File: config.mk
export PLATFORM = sky130hd
export DESIGN_NAME = store_drain_arbiter
export DESIGN_NICKNAME = d
export VERILOG_FILES = /design/src/rtl/load_store_unit_pkg.sv /design/src/rtl/store_drain_arbiter.sv
export SDC_FILE = /design/constraint.sdc
export NUM_CORES = 1
export LEC_CHECK = 0
export CORE_AREA = 2 2 94 96
export CTS_BUF_LIST = sky130_fd_sc_hd__clkbuf_16
export CTS_CLUSTER_SIZE = 12
export DETAILED_ROUTE_END_ITERATION = 6
export DIE_AREA = 0 0 96 98
export HOLD_SLACK_MARGIN = 0.1
export PLACE_DENSITY_LB_ADDON = 0.2
export SETUP_SLACK_MARGIN = 0.02
export SLEW_MARGIN = 20
export SYNTH_ARGS = -nofsm -noshare
export SYNTH_HDL_FRONTEND = slang
export SYNTH_SLANG_ARGS = --single-unit
File: constraint.sdc
create_clock -name clk_i -period 2.1 [get_ports clk_i]
set_clock_uncertainty 0.05 [all_clocks]
set_input_delay 0.63 -clock clk_i [delete_from_list [all_inputs] [get_ports clk_i]]
set_output_delay 0.63 -clock clk_i [all_outputs]
set_load 0.01 [all_outputs]
File: src/rtl/load_store_unit_pkg.sv
// Shared load/store unit types: store buffer entry layout and access widths.
package load_store_unit_pkg;

  typedef enum logic [1:0] {
    BYTE = 2'd0,
    HALF = 2'd1,
    WORD = 2'd2
  } store_width_t;

  typedef struct packed {
    logic [31:0]  address;
    logic [31:0]  data;
    store_width_t store_width;
  } store_buffer_entry_t;

endpackage

File: src/rtl/store_drain_arbiter.sv
// Arbitrates one memory port between the store buffer drain and a load requester,
// with a starvation limit on loads and a fence that drains every buffered store.
module store_drain_arbiter
  import load_store_unit_pkg::*;
#(
  parameter int STARVE_MAX = 4
) (
  input  logic                clk_i,
  input  logic                rst_i,
  input  logic                sb_empty_i,
  input  logic                sb_full_i,
  input  store_buffer_entry_t sb_packet_i,
  output logic                sb_pull_o,
  input  logic                ld_request_i,
  input  logic [31:0]         ld_address_i,
  output logic                ld_accept_o,
  output logic                ld_done_o,
  output logic [31:0]         ld_data_o,
  output logic                mem_request_o,
  output logic                mem_write_o,
  output logic [31:0]         mem_address_o,
  output logic [31:0]         mem_data_o,
  output store_width_t        mem_width_o,
  input  logic                mem_ready_i,
  input  logic                mem_done_i,
  input  logic [31:0]         mem_data_i,
  input  logic                fence_i,
  output logic                fence_done_o
);

  localparam int CNT_W = $clog2(STARVE_MAX + 1);
  localparam logic [CNT_W-1:0] CNT_MAX = CNT_W'(STARVE_MAX);

  typedef enum logic [1:0] {
    IDLE,
    LOAD_WAIT,
    STORE_WAIT
  } state_t;

  state_t           r_state;
  state_t           w_state_nxt;
  logic [CNT_W-1:0] r_starve_cnt;
  logic [CNT_W-1:0] w_starve_nxt;
  logic             r_fence_pending;
  logic             w_fence_nxt;
  logic             w_store_forced;
  logic             w_grant_load;
  logic             w_grant_store;
  logic             w_fence_done;

  // Forced stores outrank loads; otherwise loads win unless a fence is draining.
  assign w_store_forced = !sb_empty_i && (r_fence_pending || sb_full_i || (r_starve_cnt == CNT_MAX));
  assign w_grant_load   = !w_store_forced && ld_request_i && !r_fence_pending;
  assign w_grant_store  = !sb_empty_i && !w_grant_load;
  assign w_fence_done   = r_fence_pending && (r_state == IDLE) && sb_empty_i;
  assign w_fence_nxt    = fence_i || (r_fence_pending && !w_fence_done);

  always_ff @(posedge clk_i or posedge rst_i) begin
    if (rst_i) begin
      r_state         <= IDLE;
      r_starve_cnt    <= '0;
      r_fence_pending <= 1'b0;
    end else begin
      r_state         <= w_state_nxt;
      r_starve_cnt    <= w_starve_nxt;
      r_fence_pending <= w_fence_nxt;
    end
  end

  always_comb begin
    w_state_nxt   = r_state;
    w_starve_nxt  = r_starve_cnt;
    sb_pull_o     = 1'b0;
    ld_accept_o   = 1'b0;
    ld_done_o     = 1'b0;
    ld_data_o     = '0;
    mem_request_o = 1'b0;
    mem_write_o   = 1'b0;
    mem_address_o = '0;
    mem_data_o    = '0;
    mem_width_o   = BYTE;
    fence_done_o  = w_fence_done;

    case (r_state)
      IDLE: begin
        if (w_grant_store) begin
          mem_request_o = 1'b1;
          mem_write_o   = 1'b1;
          mem_address_o = sb_packet_i.address;
          mem_data_o    = sb_packet_i.data;
          mem_width_o   = sb_packet_i.store_width;
          if (mem_ready_i) begin
            sb_pull_o    = 1'b1;
            w_starve_nxt = '0;
            w_state_nxt  = STORE_WAIT;
          end
        end else if (w_grant_load) begin
          mem_request_o = 1'b1;
          mem_address_o = ld_address_i;
          mem_width_o   = WORD;
          if (mem_ready_i) begin
            ld_accept_o = 1'b1;
            w_state_nxt = LOAD_WAIT;
            if (!sb_empty_i && (r_starve_cnt != CNT_MAX)) begin
              w_starve_nxt = r_starve_cnt + 1'b1;
            end
          end
        end
      end
      LOAD_WAIT: begin
        if (mem_done_i) begin
          ld_done_o   = 1'b1;
          ld_data_o   = mem_data_i;
          w_state_nxt = IDLE;
        end
      end
      STORE_WAIT: begin
        if (mem_done_i) begin
          w_state_nxt = IDLE;
        end
      end
      default: w_state_nxt = IDLE;
    endcase

    // Outputs are held quiet for the whole reset assertion, not just after the edge.
    if (rst_i) begin
      sb_pull_o     = 1'b0;
      ld_accept_o   = 1'b0;
      ld_done_o     = 1'b0;
      ld_data_o     = '0;
      mem_request_o = 1'b0;
      mem_write_o   = 1'b0;
      mem_address_o = '0;
      mem_data_o    = '0;
      mem_width_o   = BYTE;
      fence_done_o  = 1'b0;
    end
  end

endmodule

==> metrics.md <==
| Metric | Value |
|---|---|
| Cells on worst reg2reg path | `9` |
| Area contributors post-synth | `and3_1 (14%), nand2_1 (14%), and2_1 (13%)` |
| Non-Filler Instances | `649` |
| CTS root buf | `clkbuf_16` |
| Detailed placement HPWL | `around 7000 µm` |
| Final nets | `685` |
| Max-Cap Viols | `0` |
| Violated checks | `setup timing` |
| Mapped Area | `about 1600 µm²` |
| Die ar. | `around 9400 µm²` |
| Worst-path maximum fanout | `7` |
| Run status | `finished with violations` |
| Hold buffers post-CTS | `0` |
| Vias in the first global route | `3186` |
| Net Count, Synth | `380` |
| Main synth FF type | `dfrtp_1` |
| Drt drc | `0` |
| Final-layout fill cell count | `696` |
| CTS tree | `yes` |
| Routed Antenna Nets | `0` |
| Fmax | `0.3967 GHz` |
| Initial DRT Pass Iterations | `4` |
| Antenna violations before repair | `0` |
| Data arrival, critical path | `1840 ps` |
| Startpoint types | `register` |
| GP Congestion | `0.8482` |
| Internal Power | `1.988 mW` |
| Fin. max-slew vios | `0` |
| Avg Inst Size Synth | `between 6 and 7 µm²` |
| Top-count cell post-synth | `nand2_1` |
| Critical path class | `register to primary output` |
| Highest routed layer | `met4` |
| Clock Latency Late Sink | `230 ps` |
| Global-route usage over all layers | `22.32%` |
| Post-synthesis sequential area ratio | `9.486%` |
| Overflow after GRT | `0` |
| First DRT Iteration DRCs | `63` |
| Die height | `98 µm` |
| Final hold violation count | `0` |
| Worst-path clk slew | `30 ps` |
| R2R Path Start | `r_starve_cnt[1]` |
| Asr flop ratio synth | `100.0%` |
| Die Wd | `96 µm` |
| CTS H-tree lvls | `1` |
| CTS buffer count | `3` |
| Final period utilization | `120.0%` |
| Leakage power | `2.561 nW` |
| Initial Utilization | `18.70%` |
| First-pass GRT wire length | `roughly 16000 µm` |
| Routed wire length per instance | `17.43 µm` |
| Core Box Area | `8466 µm²` |
| DP Area | `4280 µm²` |
| Slew HR | `between 80% and 90%` |
| Number of synthesized register bits | `6` |
| Post-synth EDFFs | `0` |
| Peak supply drop | `0.0002860 V` |
| Clock buffer depth | `2` |
| Final setup fails | `102` |
| Yosys cell types | `36` |
| Switch Pwr | `1.181 mW` |
| Unrepaired setup endpoints after global routing | `yes` |
| Via-to-Cell Ratio | `4.599` |
| Placed cells | `590` |
| Io pins | `242` |
| Worst Setup Slack post-DPL | `-1000 ps` |
| Switching share of power | `37.26%` |
| Ys Warns | `0` |
| Min-delay worst type | `input port to asynchronous set/reset pin` |
| Post-synth top area cell | `and3_1` |
| Clock sinks | `6` |
| DRT Wirelength | `11310 µm` |
| Area Overhead vs Synth | `248.5%` |
| Mapped Cells | `approximately 240` |
| Reg2reg setup slack | `370 ps` |
| Clk network pwr share | `9.8%` |
| Final worst setup slack | `-420.8 ps` |
| Comb power frac | `about 85%` |
| Std-Cell Rows | `34` |
| M1 WL | `4329 µm` |
| Share of the synthesized area in the top cell type | `14.23%` |
| Power density cells | `574.6 nW/µm²` |
| Ant. Diodes | `0` |
| Worst slew pin tran | `283.2 ps` |
| Worst reg2reg path endpoint | `r_state[1]` |
| Data required, critical path | `1420 ps` |
| Largest net degree at the start of global routing | `31` |
| Ratio of cells with drive above 1 in the final layout | `56.93%` |
| Top cells by instance count after synthesis | `nand2_1 (58), and3_1 (36), and2_1 (32), o22ai_1 (24)` |
| CP endpoint kind | `primary output` |
| Via count of the routed design | `about 3000` |
| Fin crit period | `2521 ps` |
| Seq pwr share | `5.1%` |
| Met3 WL | `655 µm` |
| Met2 WL | `6169 µm` |
| Port buffer count | `241` |
| Design area | `5515 µm²` |
## worst max-delay path by stage
stage | start | end | slack [ps] | cells past startpoint
after floorplan | sb_empty_i | mem_address_o[10] | -20 | 5
after global placement | rst_i | mem_address_o[17] | -1000 | 6
after detailed placement | rst_i | mem_address_o[17] | -1000 | 6
after CTS | r_starve_cnt[0] | mem_address_o[1] | -380 | 8
after global routing | r_starve_cnt[1] | mem_address_o[12] | -460 | 9
final | r_starve_cnt[1] | mem_address_o[12] | -420 | 9
## routing by layer
metal / vias to the layer above / GRT usage, %
li1: 1442 / -
met1: 1429 / 25.09
met5: - / 0
met2: 100 / 41.83
met3: 14 / 5.093
met4: 0 / 4.615
## registers in the layout, summed over array words and instances, names as in the netlist
register and flops:
r_starve_cnt 3, r_state 2, r_fence_pending 1
## stage by stage
stage | power (mW) | TNS (ps) | hold WS, ps | util, %
floorplan | 0.9450 | -474.6 | 351.3 | -
global placement | 1.808 | -94480 | 517.9 | 50.56
detailed placement | 1.829 | -94710 | 530.9 | 50.56
CTS | 2.936 | -29970 | 507.8 | 60.95
global route | 3.349 | -32320 | 515.1 | 65.15
finish | 3.169 | -26450 | 491.4 | 65.15
## layout make-up
cell class	count	area, µm²	area share (%)
multi-input cells	203	1745	31.65
inverters	6	26.28	0.4764
flip-flops and latches	6	150.1	2.722
repair buffers	323	3383	61.34
clock buffers	3	75.07	1.361
well taps	108	135.1	2.450
## kinds of logic (layout without fill, tap and decap cells)
logic type	count (synthesis)	after routing	share of synthesized area, %
AOI/OAI and AO/OA	49	49	25.14
buffers and inverters	32	332	12.17
adders and majority gates	4	4	3.162
and+or+nand+nor	146	149	49.41
DFF	6	6	9.486
muxes	1	1	0.6324
## power groups by stage
stage / Clock, mW / Combinational, mW / Sequential [mW]
CTS: 0.316 / 2.46 / 0.162
detailed placement: 0 / 1.67 / 0.161
floorplan: 0 / 0.787 / 0.158
finish: 0.311 / 2.70 / 0.163
global placement: 0 / 1.65 / 0.160
global route: 0.325 / 2.86 / 0.165
## what timing repair did
item / in CTS / in global routing
pin swaps: 38 / 48
resized for setup: 572 / 66
setup endpoints to repair: 104 / 104
setup buffers: 36 / 10
gates cloned: 16 / 2
## worst max-delay path, cell delays in order, from the launching register on
cell	delay, ps
dfrtp_1	380
inv_2	80
ha_4	150
a21oi_4	70
buf_6	120
a21o_4	250
buf_12	150
buf_16	140
o22ai_2	120
buf_2	160
## placed cells by master, fill, tap and decap left out, drive strengths merged, types with 2 or more instances in the layout
master         count
buf              188
clkdlybuf4s50    131
nand2             67
and3              39
o22ai             34
and2              32
dfrtp              6
clkbuf             6
inv                5
ha                 4
a21oi              3
nand2b             3
nor2b              3
a21o               3
o211ai             2
o21ai              2
nor2               2
Power figures use the tool's default switching activity.
